--- src/rtl/output_port_arbiter_pkg.sv ---
`default_nettype none
// ============================================================================
// Package : noc_pkg
// Shared defaults, types and helpers for the tree NoC router output ports.
// Rev 1.0 : initial release
// ============================================================================
package noc_pkg;

    localparam int WIDTH_PACKET_DEFAULT = 14;
    localparam int N_IN_DEFAULT         = 3;

    typedef logic [WIDTH_PACKET_DEFAULT-1:0]     packet_t;
    typedef logic [$clog2(N_IN_DEFAULT)-1:0]     port_idx_t;

    // Next port index in round-robin order, wrapping at n.
    function automatic int wrap_inc(input int idx, input int n);
        return (idx + 1 >= n) ? 0 : idx + 1;
    endfunction

endpackage
`default_nettype wire

--- src/rtl/output_port_arbiter_rr_grant.sv ---
`default_nettype none
// ============================================================================
// Module  : rr_grant
// Rotate-priority encoder: first set request at or after ptr, modulo N.
// Rev 1.0 : initial release
// ============================================================================
module rr_grant
    import noc_pkg::*;
#(
    parameter int N     = N_IN_DEFAULT,
    parameter int IDX_W = $clog2(N_IN_DEFAULT)
) (
    input  logic [N-1:0]     req,
    input  logic [IDX_W-1:0] ptr,
    output logic [N-1:0]     grant,
    output logic [IDX_W-1:0] idx,
    output logic             any
);

    localparam logic [IDX_W:0] N_EXT = (IDX_W + 1)'(N);

    logic [IDX_W:0]   pos;
    logic [IDX_W-1:0] sel;

    always_comb begin
        grant = '0;
        idx   = '0;
        any   = 1'b0;
        pos   = '0;
        sel   = '0;
        for (int k = 0; k < N; k++) begin
            pos = {1'b0, ptr} + (IDX_W + 1)'(k);
            if (pos >= N_EXT) begin
                pos = pos - N_EXT;
            end
            sel = pos[IDX_W-1:0];
            if (!any && req[sel]) begin
                any        = 1'b1;
                grant[sel] = 1'b1;
                idx        = sel;
            end
        end
    end

endmodule
`default_nettype wire

--- src/rtl/output_port_arbiter.sv ---
`default_nettype none
// ============================================================================
// Module  : output_port_arbiter
// Round-robin output-port scheduler with port mask and 2-entry output FIFO.
// Rev 1.0 : initial release
// ============================================================================
module output_port_arbiter
    import noc_pkg::*;
#(
    parameter int              WIDTH_packet = WIDTH_PACKET_DEFAULT,
    parameter int              N_IN         = N_IN_DEFAULT,
    parameter logic [N_IN-1:0] PORT_MASK    = {N_IN{1'b1}},
    parameter int              CNT_W        = 16
) (
    input  logic                         clk,
    input  logic                         rst_n,
    input  logic [N_IN-1:0]              in_valid,
    input  logic [N_IN*WIDTH_packet-1:0] in_data,
    output logic [N_IN-1:0]              in_ready,
    output logic                         out_valid,
    output logic [WIDTH_packet-1:0]      out_data,
    output logic [$clog2(N_IN)-1:0]      out_src,
    input  logic                         out_ready,
    output logic [CNT_W-1:0]             pkt_cnt
);

    localparam int IDX_W = $clog2(N_IN);

    logic [WIDTH_packet-1:0] in_pkt [N_IN];
    logic [N_IN-1:0]         elig;
    logic [N_IN-1:0]         grant_oh;
    logic [IDX_W-1:0]        grant_idx;
    logic                    grant_any;
    logic                    space;
    logic                    accept;
    logic                    pop;

    logic [IDX_W-1:0]        rr_ptr;
    logic [1:0]              count;
    logic                    wr_ptr;
    logic                    rd_ptr;
    logic [WIDTH_packet-1:0] fifo_data [2];
    logic [IDX_W-1:0]        fifo_src  [2];

    for (genvar i = 0; i < N_IN; i++) begin : g_unpack
        assign in_pkt[i] = in_data[i*WIDTH_packet +: WIDTH_packet];
    end

    assign elig = in_valid & PORT_MASK;
    // Space depends only on the registered count, so out_ready never reaches in_ready.
    assign space = (count < 2'd2);

    rr_grant #(
        .N     (N_IN),
        .IDX_W (IDX_W)
    ) u_rr_grant (
        .req   (elig),
        .ptr   (rr_ptr),
        .grant (grant_oh),
        .idx   (grant_idx),
        .any   (grant_any)
    );

    assign accept   = rst_n && space && grant_any;
    assign in_ready = accept ? grant_oh : '0;

    assign out_valid = (count != 2'd0);
    assign out_data  = fifo_data[rd_ptr];
    assign out_src   = fifo_src[rd_ptr];
    assign pop       = out_valid && out_ready;

    always_ff @(posedge clk) begin
        if (!rst_n) begin
            rr_ptr  <= '0;
            count   <= 2'd0;
            wr_ptr  <= 1'b0;
            rd_ptr  <= 1'b0;
            pkt_cnt <= '0;
            for (int e = 0; e < 2; e++) begin
                fifo_data[e] <= '0;
                fifo_src[e]  <= '0;
            end
        end else begin
            if (accept) begin
                fifo_data[wr_ptr] <= in_pkt[grant_idx];
                fifo_src[wr_ptr]  <= grant_idx;
                wr_ptr            <= ~wr_ptr;
                rr_ptr            <= IDX_W'(wrap_inc(int'(grant_idx), N_IN));
                pkt_cnt           <= pkt_cnt + CNT_W'(1);
            end
            if (pop) begin
                rd_ptr <= ~rd_ptr;
            end
            case ({accept, pop})
                2'b10:   count <= count + 2'd1;
                2'b01:   count <= count - 2'd1;
                default: count <= count;
            endcase
        end
    end

endmodule
`default_nettype wire

--- config.mk ---
export PLATFORM = sky130hd
export DESIGN_NAME = output_port_arbiter
export DESIGN_NICKNAME = d
export VERILOG_FILES = /design/src/rtl/output_port_arbiter_pkg.sv /design/src/rtl/output_port_arbiter_rr_grant.sv /design/src/rtl/output_port_arbiter.sv
export SDC_FILE = /design/constraint.sdc
export NUM_CORES = 1
export LEC_CHECK = 0
export CAP_MARGIN = 20
export CORE_MARGIN = 4
export CORE_UTILIZATION = 35
export CTS_CLUSTER_SIZE = 24
export DETAILED_ROUTE_END_ITERATION = 7
export PLACE_DENSITY = 0.65
export REMOVE_ABC_BUFFERS = 1
export SETUP_SLACK_MARGIN = 0.3
export SLEW_MARGIN = 0
export SYNTH_ARGS = -nofsm -noshare
export SYNTH_HDL_FRONTEND = slang
export SYNTH_HIERARCHICAL = 1
export SYNTH_SLANG_ARGS = --single-unit
--- constraint.sdc ---
create_clock -name clk -period 4.06 [get_ports clk]
set_input_delay 0.609 -clock clk [delete_from_list [all_inputs] [get_ports clk]]
set_output_delay 0.609 -clock clk [all_outputs]
set_load 0.1 [all_outputs]
==> impl_metrics.env <==
export IMPL_ant_nets=0
export IMPL_setup_viol=0
export IMPL_synthAdderAreaFrac_pct=2.55
export IMPL_crit_fanout=8
export IMPL_pwr_share_clk_pct=9.1
export IMPL_wl_per_cell_um=15.1
export IMPL_diodes=0
export IMPL_core_sq_um=8220
export IMPL_worst_slew_pin_slew_ps=1060
export IMPL_placed_area_sq_um=3860
export IMPL_drt_iter0_drc=86
export IMPL_grtUsageTotal_pct=14.7
export IMPL_dp_hpwl_um=5190
export IMPL_fin_total_pwr_mw=3.31
export IMPL_cts_setup_buffers=0
export IMPL_hold_path_class="reg -> reg"
export IMPL_r2r_slack_ps=940
export IMPL_status="completed"
export IMPL_cts_tree="built"
export IMPL_yosysWarnings=6
export IMPL_layout_common_cells="72 x clkdlybuf4s50_1, 64 x nor2_1, 32 x edfxtp_1"
export IMPL_synthFlopType="edfxtp_1"
export IMPL_leakage_nw=1.50
export IMPL_final_common_cell="clkdlybuf4s50_1"
export IMPL_cp_slowest_stage_delay_ps=440
export IMPL_ys_types=45
export IMPL_hold_viol_final=0
export IMPL_synth_top_family_by_area="simple AND/OR/NAND/NOR gates"
export IMPL_worstSetupPathType="reg -> out"
export IMPL_startpoint_type="flop"
export IMPL_htreeDepth=2
export IMPL_ys_async_sr_fraction_pct=0
export IMPL_post_route_period_util_pct=82.7
export IMPL_path_clk_slew_ps=90
export IMPL_syn_mean_instance_area_sq_um=9.89
export IMPL_syn_inst=298
export IMPL_pwr_share_seq_pct=26.1
export IMPL_ys_seq_elements=55
export IMPL_worstReg2RegEnd="count[1]"
export IMPL_p_int_mw=1.52
export IMPL_crit_arrival_ps=2750
export IMPL_fmax_mhz=298
export IMPL_dpl_worst_slack_ps=718
export IMPL_r2r_start="rr_ptr[1]"
export IMPL_grt_first_pass_wirelength_um=11800
export IMPL_synth_compound_area_share_pct=7.72
export IMPL_clock_path_buffers=2
export IMPL_vdd_drop_max_v=0.000442
export IMPL_synth_edf_count=32
export IMPL_combinationalPowerShare_pct=64.8
export IMPL_critPathSlowestCell="or3_1"
export IMPL_multiInputGateArea_sq_um=1410
export IMPL_avgViaCountPerCell=5.06
export IMPL_routed_wirelength_um=7270
export IMPL_rsz0062_at_grt="false"
export IMPL_fillCellCount=771
export IMPL_vias=2438
export IMPL_overflow=0
export IMPL_worstSkewPairLatency_ps=310
export IMPL_routabilityCongestion=0.816
export IMPL_fin_nets=430
export IMPL_reg2reg_depth=10
export IMPL_yosysSeqAreaShare_pct=48.2
export IMPL_crit_path_end="in_ready[0]"
export IMPL_die_y_um=99.8
export IMPL_area_growth_pct=33.9
export IMPL_switching_share_pct=54.1
export IMPL_post_cts_resized=0
export IMPL_root_buffer="clkbuf_8"
export IMPL_die_area_sq_um=9960
export IMPL_whs_path_depth=2
export IMPL_fin_area_sq_um=3950
export IMPL_setup_tns_ps=0
export IMPL_post_route_util_pct=48.0
export IMPL_seqCellArea_sq_um=1420
export IMPL_synth_xor_area_share_pct=3.57
export IMPL_synth_simple_area_share_pct=20.8
export IMPL_muxShareOfSynthArea_pct=13.0
export IMPL_finalClockSkew_ps=10.1
export IMPL_rows=33
export IMPL_portBuffers=83
export IMPL_crit_chain="inv_1, ha_1, mux2i_4, o21ai_2, or3_1, and3b_1, and2_1, buf_4"
export IMPL_worst_slack_ps=702
export IMPL_antenna_found_initial=0
export IMPL_initial_core_util_pct=35.9
export IMPL_slew_violations=0
export IMPL_ctsHoldBuffers=0
export IMPL_fp_dieW_um=99.8
export IMPL_grt_max_degree=20
export IMPL_power_density_nw_per_um2=838
export IMPL_dr_pass1_iters=5
export IMPL_p_switching_mw=1.79
export IMPL_endpoint_kind="output pin"
export IMPL_drive_above_1_share_pct=13.3
export IMPL_required_ps=3450
export IMPL_grt_pass1_vias=2478
export IMPL_relSlewSlack_pct=29.2
export IMPL_numCtsBuffers=5
export IMPL_maxCapViolCount=0
export IMPL_clock_sinks=55
export IMPL_min_period_ps=3360
export IMPL_ios=84
export IMPL_cp_startpoint="rr_ptr[1]"
export IMPL_remaining_drc_errors=0
export IMPL_synth_cell_area_sq_um=2950
## flip-flops by register name, indices dropped and copies added (netlist names), named ones only
signal and flops:
fifo_data 28, pkt_cnt 16, fifo_src 4, count 2, rr_ptr 2, rd_ptr 1
wr_ptr 1
## power groups by stage
stage,registers (mW),clock network (mW),logic (mW)
detailed placement,0.880,0,2.15
floorplan,0.915,0,1.59
finish,0.864,0.300,2.14
global route,0.883,0.333,2.28
CTS,0.867,0.311,2.16
global placement,0.874,0,2.13
## cell families (layout without fill, tap and decap cells)
kind of cell             Yosys count  after routing
AO/OA/AOI/OAI                     42             42
XOR/XNOR                          12             12
adder cells (fa/ha/maj)            6              6
buffers and inverters             25            104
flip-flops                        55             55
multiplexers                      35             35
AND/OR/NAND/NOR                  123            123
## metal layers
layer  share of wire, %  global-route usage [%]  vias to the layer above  wire length [um]
met5                  0                       0                        -                 0
met3                6.5                    3.41                        7               472
met4                1.1                    3.99                        0                82
met2                 48                    25.5                       81              3490
li1                   -                       -                     1194                 -
met1                 44                    18.4                     1156              3220
## worst max-delay path: cells and delay by family, from the launching register on
| kind | cells | cell delay [ps] |
|---|---|---|
| fa+ha+maj | 1 | 370 |
| simple gates | 3 | 950 |
| buf+inv | 2 | 320 |
| flops | 1 | 360 |
| compound gates | 1 | 130 |
| mux | 1 | 320 |
## metrics by stage
stage,hold slack [ps],cells
floorplan,444,281
global placement,451,474
detailed placement,466,474
CTS,480,482
global route,501,482
finish,474,482
## cells in the mapped netlist (3+ instances only)
cell type  number  share of area, %
or3_1           4              0.85
a21oi_1        27               4.6
buf_2           4              0.68
ha_1            6               2.5
nand3_1         9               1.5
nand2_1        14               1.8
dfxtp_1        23                16
nor2_1         64               8.1
clkbuf_1        7              0.89
o21ai_0         8               1.4
xnor2_1         7               2.1
nand3b_1        3              0.76
o31ai_1         3              0.76
mux2i_1        18               6.1
inv_1           6              0.76
mux2_2         16               6.1
and2_1          6               1.3
nor3_1          3              0.51
edfxtp_1       32                33
xor2_1          5               1.5
## area by class of cell
cell class,count,share of cell area [%]
Sequential cell,55,36.0
Clock buffer,6,1.84
Timing Repair Buffer,88,21.9
Inverter,8,0.761
Clock inverter,2,0.444
Multi-Input combinational cell,218,35.7
Tap cell,105,3.33
## worst min path at each step
| stage | start | endpoint |
|---|---|---|
| final | wr_ptr | wr_ptr |
| after global routing | wr_ptr | wr_ptr |
| after CTS | wr_ptr | wr_ptr |
| after detailed placement | wr_ptr | wr_ptr |
| after global placement | wr_ptr | wr_ptr |
| after floorplan | wr_ptr | wr_ptr |
(Power assumes the default switching activity.)
